<file path="src/rtl/plot_stream_sink_pkg.sv">
// Shared screen, grid and state definitions for the plot stream sink.
package plot_stream_sink_pkg;

  localparam int unsigned ScreenW   = 160;
  localparam int unsigned ScreenH   = 120;
  localparam int unsigned GridX0    = 50;
  localparam int unsigned GridY0    = 30;
  localparam int unsigned GridPitch = 20;
  localparam int unsigned NumCells  = 9;
  localparam logic [3:0]  CellNone  = 4'hF;

  typedef enum logic [1:0] {StIdle, StStream, StStall} sink_state_e;

  typedef struct packed {
    logic [7:0] x;
    logic [6:0] y;
    logic [2:0] colour;
  } pixel_t;

  // Returns 3*row+col of the 3x3 grid cell containing (x, y), or CellNone.
  function automatic logic [3:0] cell_index(input logic [7:0] x, input logic [6:0] y,
                                            input int unsigned cell_size);
    int unsigned xi, yi;
    logic [1:0]  col, row;
    logic        col_hit, row_hit;
    xi      = {24'd0, x};
    yi      = {25'd0, y};
    col     = 2'd0;
    row     = 2'd0;
    col_hit = 1'b0;
    row_hit = 1'b0;
    for (int unsigned i = 0; i < 3; i++) begin
      if (xi >= GridX0 + GridPitch * i && xi < GridX0 + GridPitch * i + cell_size) begin
        col_hit = 1'b1;
        col     = 2'(i);
      end
      if (yi >= GridY0 + GridPitch * i && yi < GridY0 + GridPitch * i + cell_size) begin
        row_hit = 1'b1;
        row     = 2'(i);
      end
    end
    if (col_hit && row_hit) begin
      cell_index = {2'b00, row} * 4'd3 + {2'b00, col};
    end else begin
      cell_index = CellNone;
    end
  endfunction

endpackage

</file>
<file path="src/rtl/plot_fifo.sv">
// Pixel FIFO: circular storage with wrapping pointers and an occupancy counter.
module plot_fifo
  import plot_stream_sink_pkg::*;
#(
  parameter int unsigned Depth = 8,
  localparam int unsigned AddrW = $clog2(Depth),
  localparam int unsigned CntW  = $clog2(Depth) + 1
) (
  input  logic            clk,
  input  logic            reset_n,
  input  logic            push_i,
  input  logic            pop_i,
  input  pixel_t          wdata_i,
  output pixel_t          rdata_o,
  output logic [CntW-1:0] count_o,
  output logic            full_o,
  output logic            empty_o
);

  pixel_t           mem_q [Depth];
  logic [AddrW-1:0] wptr_q, rptr_q;
  logic [CntW-1:0]  count_q, count_d;

  always_comb begin
    count_d = count_q;
    if (push_i && !pop_i) begin
      count_d = count_q + CntW'(1);
    end else if (pop_i && !push_i) begin
      count_d = count_q - CntW'(1);
    end
  end

  always_ff @(posedge clk or negedge reset_n) begin
    if (!reset_n) begin
      wptr_q  <= '0;
      rptr_q  <= '0;
      count_q <= '0;
    end else begin
      if (push_i) wptr_q <= wptr_q + AddrW'(1);
      if (pop_i)  rptr_q <= rptr_q + AddrW'(1);
      count_q <= count_d;
    end
  end

  // Storage needs no reset; only occupied entries are ever read.
  always_ff @(posedge clk) begin
    if (push_i) mem_q[wptr_q] <= wdata_i;
  end

  assign rdata_o = mem_q[rptr_q];
  assign count_o = count_q;
  assign full_o  = (count_q == CntW'(Depth));
  assign empty_o = (count_q == '0);

endmodule

</file>
<file path="src/rtl/plot_stream_sink.sv">
// Buffers pixel writes for the VGA adapter, drops off-screen pixels and keeps grid statistics.
module plot_stream_sink
  import plot_stream_sink_pkg::*;
#(
  parameter int unsigned DEPTH     = 8,
  parameter int unsigned CELL_SIZE = 16
) (
  input  logic       clk,
  input  logic       reset_n,
  input  logic       in_valid_i,
  output logic       in_ready_o,
  input  logic [7:0] in_x_i,
  input  logic [6:0] in_y_i,
  input  logic [2:0] in_colour_i,
  input  logic       out_stall_i,
  output logic       out_plot_o,
  output logic [7:0] out_x_o,
  output logic [6:0] out_y_o,
  output logic [2:0] out_colour_o,
  input  logic       clear_counts_i,
  input  logic [3:0] cell_sel_i,
  output logic [8:0] cell_pixels_o,
  output logic [8:0] cell_touched_o,
  output logic [7:0] drop_count_o
);

  localparam int unsigned CntW = $clog2(DEPTH) + 1;

  logic            accept, in_range, push, pop, count_hit;
  logic            fifo_full, fifo_empty;
  logic [CntW-1:0] occ, occ_next;
  logic [3:0]      pop_cell;
  pixel_t          in_pix, head_pix, out_pix_q;
  sink_state_e     state_q, state_d;
  logic            in_ready_q, out_plot_q;
  logic [8:0]      cell_cnt_q [NumCells];
  logic [8:0]      touched_q;
  logic [7:0]      drop_q;

  assign in_pix   = '{x: in_x_i, y: in_y_i, colour: in_colour_i};
  assign in_range = (in_x_i < 8'(ScreenW)) && (in_y_i < 7'(ScreenH));
  assign accept   = in_valid_i && in_ready_q;
  assign push     = accept && in_range;
  assign pop      = !fifo_empty && !out_stall_i;

  plot_fifo #(.Depth(DEPTH)) u_fifo (
    .clk     (clk),
    .reset_n (reset_n),
    .push_i  (push),
    .pop_i   (pop),
    .wdata_i (in_pix),
    .rdata_o (head_pix),
    .count_o (occ),
    .full_o  (fifo_full),
    .empty_o (fifo_empty)
  );

  always_comb begin
    occ_next = occ;
    if (push && !pop) begin
      occ_next = occ + CntW'(1);
    end else if (pop && !push) begin
      occ_next = occ - CntW'(1);
    end
    if (occ_next == '0) begin
      state_d = StIdle;
    end else if (out_stall_i) begin
      state_d = StStall;
    end else begin
      state_d = StStream;
    end
  end

  always_ff @(posedge clk or negedge reset_n) begin
    if (!reset_n) begin
      state_q    <= StIdle;
      in_ready_q <= 1'b0;
      out_plot_q <= 1'b0;
      out_pix_q  <= '0;
    end else begin
      state_q    <= state_d;
      in_ready_q <= (occ_next < CntW'(DEPTH));
      out_plot_q <= pop;
      if (pop) out_pix_q <= head_pix;
    end
  end

  assign pop_cell  = cell_index(head_pix.x, head_pix.y, CELL_SIZE);
  assign count_hit = pop && (pop_cell < 4'(NumCells)) && (head_pix.colour != 3'd0);

  always_ff @(posedge clk or negedge reset_n) begin
    if (!reset_n) begin
      drop_q    <= '0;
      touched_q <= '0;
      for (int i = 0; i < NumCells; i++) cell_cnt_q[i] <= '0;
    end else begin
      if (accept && !in_range && drop_q != 8'hFF) drop_q <= drop_q + 8'd1;
      // A clear overrides any count event landing on the same edge.
      if (clear_counts_i) begin
        touched_q <= '0;
        for (int i = 0; i < NumCells; i++) cell_cnt_q[i] <= '0;
      end else if (count_hit) begin
        touched_q[pop_cell] <= 1'b1;
        if (cell_cnt_q[pop_cell] != 9'h1FF) cell_cnt_q[pop_cell] <= cell_cnt_q[pop_cell] + 9'd1;
      end
    end
  end

  always_comb begin
    cell_pixels_o = '0;
    for (int i = 0; i < NumCells; i++) begin
      if (cell_sel_i == 4'(i)) cell_pixels_o = cell_cnt_q[i];
    end
  end

  assign in_ready_o     = in_ready_q;
  assign out_plot_o     = out_plot_q;
  assign out_x_o        = out_pix_q.x;
  assign out_y_o        = out_pix_q.y;
  assign out_colour_o   = out_pix_q.colour;
  assign cell_touched_o = touched_q;
  assign drop_count_o   = drop_q;

  assert property (@(posedge clk) disable iff (!reset_n) !(push && fifo_full));
  assert property (@(posedge clk) disable iff (!reset_n) (state_q == StIdle) == fifo_empty);

endmodule
</file>
<file path="config.mk">
export PLATFORM = sky130hd
export DESIGN_NAME = plot_stream_sink
export DESIGN_NICKNAME = d
export VERILOG_FILES = /design/src/rtl/plot_stream_sink_pkg.sv /design/src/rtl/plot_fifo.sv /design/src/rtl/plot_stream_sink.sv
export SDC_FILE = /design/constraint.sdc
export NUM_CORES = 1
export LEC_CHECK = 0
export BUFFER_PORTS_ARGS = -buffer_cell sky130_fd_sc_hd__buf_4
export CORE_MARGIN = 10
export CORE_UTILIZATION = 30
export DETAILED_ROUTE_END_ITERATION = 10
export PLACE_DENSITY = 0.46
export SETUP_SLACK_MARGIN = 0.5
export SLEW_MARGIN = 10
export SYNTH_ARGS = -nofsm -noshare
export SYNTH_HDL_FRONTEND = slang
export SYNTH_HIERARCHICAL = 1
export SYNTH_SLANG_ARGS = --single-unit
</file>
<file path="constraint.sdc">
create_clock -name clk -period 8.6 [get_ports clk]
set_clock_uncertainty 0.15 [all_clocks]
set_input_delay 0.43 -clock clk [delete_from_list [all_inputs] [get_ports clk]]
set_output_delay 0.43 -clock clk [all_outputs]
set_load 0.01 [all_outputs]
</file>
==> flow_summary.toml <==
[status]
status = "finished, final reports clean"

[timing]
finalCritPeriodShare = 0.891
min_period_ps = 7660
setup_viol = 0
worstMarginPinSlew_ps = 1220
drv_slew = 0
timing.setup.tns_ps = 0
grt_setup_unrepaired = "no"
hold_viol_final = 0
max_freq_mhz = 130
worst_hold_slack_ps = 209
slew-limit-headroom = 0.182

[final_layout]
stdcell_area_um2 = 16100
synthToLayoutAreaGrowth_pct = 18.6
drive_above_1_share = 0.230
num_antenna_cells = 0
finalNetCount = 1184
final_util = 0.363

[clock_network]
htreeDepth = 2
path_clk_slew_ps = 60
clk-insertion-delay-late_ps = 550
cts_tree = "done"
clk_path_buf_depth = 3
cts_setup_buffers = 0
cts_made_buffers = 34
cts.sinks = 272
cts-root-buf = "clkbuf_16"

[worst_setup_path]
cp-end-kind = "flop"
worstPathMaxFanout = 15
worstPathCellList = "buf_4 -> mux4_1 -> mux2_2 -> o21a_1 -> mux2i_1 -> inv_1 -> ha_1 -> ha_1 -> xnor2_2 -> xnor2_2 -> mux2i_1 -> o21ai_1 -> ha_1 -> nand3_1 -> nor2_1 -> ha_1 -> or4_1 -> or3_1 -> nor2_1 -> nand3_1 -> o311ai_1"
cp_common_cell = "ha_1"
worst_path_max_delay_cell = "xnor2_2"
regToRegSetupSlack_ps = 940
path_class = "flop to flop"
cp.arrival_ps = 7940
cp_data_required_time_ps = 8880
critPathMaxStageDelay_ps = 680
startpoint_type = "flop"
regToRegEndpoint = "cell_cnt_q[70]$_DFFE_PN0P_"
r2r_cells = 21
r2r-start = "u_fifo/rptr_q[0]$_DFFE_PN0P_"

[grt]
grt-ovfl-total = 0
grt_max_degree = 74
grt_pass1_wl_um = 62500
antenna_found_initial = 0
grt_pass1_vias = 9523
grt_usage = 0.151

[pwr]
fin_total_pwr_mw = 5.17
total_leakage_power_nw = 6.11
vdd_drop_max_mv = 0.255
power_density_nw_per_um2 = 320

[drt]
drc_errors = 0
antenna_left = 0
via_per_inst = 5.45
dr_wl_met2_um = 19500
drt_iter0_drc = 893
routed.top_layer = "met4"
num_vias = 9602
m1WireLength_um = 18400
routed_wirelength_um = 41000
met3WireLength_um = 2320
wl_per_cell_um = 23.3
drt_first_pass_iters = 8

[synth]
yosys_warnings = 6
syn_nets = 1095
synth_area_per_cell_um2 = 12.9
syn_area_um2 = 13600
postSynthCellCount = 1056

[die]
initial_core_util = 0.306
coreArea_um2 = 44500
io_pins = 73
dieHeight_um = 233
rows = 77
die_w_um = 233
die_area_um2 = 54300

[placement]
hpwlAfterDp_um = 26700
place.gp.congestion = 0.868
io_buffers = 72
placed_area_um2 = 14900

[min_path]
hold_depth = 4
whs_endpoint = "drop_count_o[0]$_DFFE_PN0P_"
min_from = "in_valid_i"
hold_class = "primary input to flop"

[flow_run]
cap_violations = 0
==> cell usage in the layout, fill, tap and decap left out, drive strengths merged, types with 11 or more instances in the layout <==
| master | instances |
|---|---|
| clkbuf | 44 |
| dfrtp | 128 |
| and3 | 17 |
| a31oi | 12 |
| nor3 | 18 |
| mux4 | 51 |
| edfxtp | 144 |
| nand2 | 70 |
| nor4 | 12 |
| dlygate4sd3 | 19 |
| ha | 11 |
| o311ai | 22 |
| mux2i | 28 |
| nor2 | 93 |
| o211ai | 16 |
| o21ai | 28 |
| o31ai | 12 |
| nand2b | 15 |
| buf | 107 |
| a21oi | 48 |
| mux2 | 53 |
| nand3 | 45 |
| inv | 11 |
| clkinv | 12 |
| xnor2 | 14 |
==> worst max-delay path, delay by kind of cell (launching register included) <==
kind                     cells  cell delay (ps)
AND/OR/NAND/NOR              6             1650
flip-flops                   1              640
multiplexers                 4             1610
buffers and inverters        2              480
AO/OA/AOI/OAI                3              800
XOR/XNOR                     2              940
adder cells (fa/ha/maj)      4             1270
==> cell type report <==
cell class	count	area, um2
clock buffer	44	918
clock inverter	17	176
fill	4340	28400
inverter	9	33.8
multi-input combinational	702	5750
sequential	272	7530
tap	592	741
timing repair buffer	126	997
==> timing repair <==
action / 4_1_cts / 5_1_grt
endpoints found under the setup margin: 0 / 13
endpoints found under the hold margin: 205 / 0
hold buffers: 19 / 0
resized for setup: 0 / 1
==> per-layer routing <==
layer	up-vias	track usage
met4	0	0.0424
met5	-	0
met2	304	0.241
met3	65	0.0290
li1	4349	-
met1	4884	0.204
==> worst max-delay path by stage <==
| stage | start | end | depth (start not counted) | slack [ps] |
|---|---|---|---|---|
| 2_1_floorplan | u_fifo/rptr_q[0]$_DFFE_PN0P_ | cell_cnt_q[61]$_DFFE_PN0P_ | 26 | 2060 |
| 3_3_place_gp | u_fifo/rptr_q[0]$_DFFE_PN0P_ | cell_cnt_q[7]$_DFFE_PN0P_ | 21 | 1060 |
| 3_5_place_dp | u_fifo/rptr_q[0]$_DFFE_PN0P_ | cell_cnt_q[7]$_DFFE_PN0P_ | 21 | 760 |
| 4_1_cts | u_fifo/rptr_q[0]$_DFFE_PN0P_ | cell_cnt_q[7]$_DFFE_PN0P_ | 21 | 720 |
| 5_1_grt | u_fifo/rptr_q[0]$_DFFE_PN0P_ | cell_cnt_q[7]$_DFFE_PN0P_ | 21 | 530 |
| 6_report | u_fifo/rptr_q[0]$_DFFE_PN0P_ | cell_cnt_q[70]$_DFFE_PN0P_ | 21 | 940 |
==> power breakdown <==
group	switching (mW)	total [mW]	internal, mW	leakage, nW
Clock	0.581	1.40	0.824	0.537
Combinational	1.27	2.12	0.846	2.56
Sequential	0.126	1.65	1.52	3.01
Total	1.98	5.17	3.19	6.11
==> per-stage QoR <==
step           setup slack, ps  instances
2_1_floorplan             2060       1056
3_3_place_gp              1060       1682
3_5_place_dp               761       1682
4_1_cts                    721       1762
5_1_grt                    527       1762
6_report                   937       1762
==> flip-flops by register name (all words and copies together) (netlist names) <==
name	count
cell_touched_o	9
u_fifo/count_o	4
cell_cnt_q	81
in_ready_o	1
out_x_o	8
u_fifo/mem_q	144
out_y_o	7
u_fifo/wptr_q	3
out_colour_o	3
u_fifo/rptr_q	3
out_plot_o	1
drop_count_o	8
Note: power is estimated with default switching activity, not from simulation.
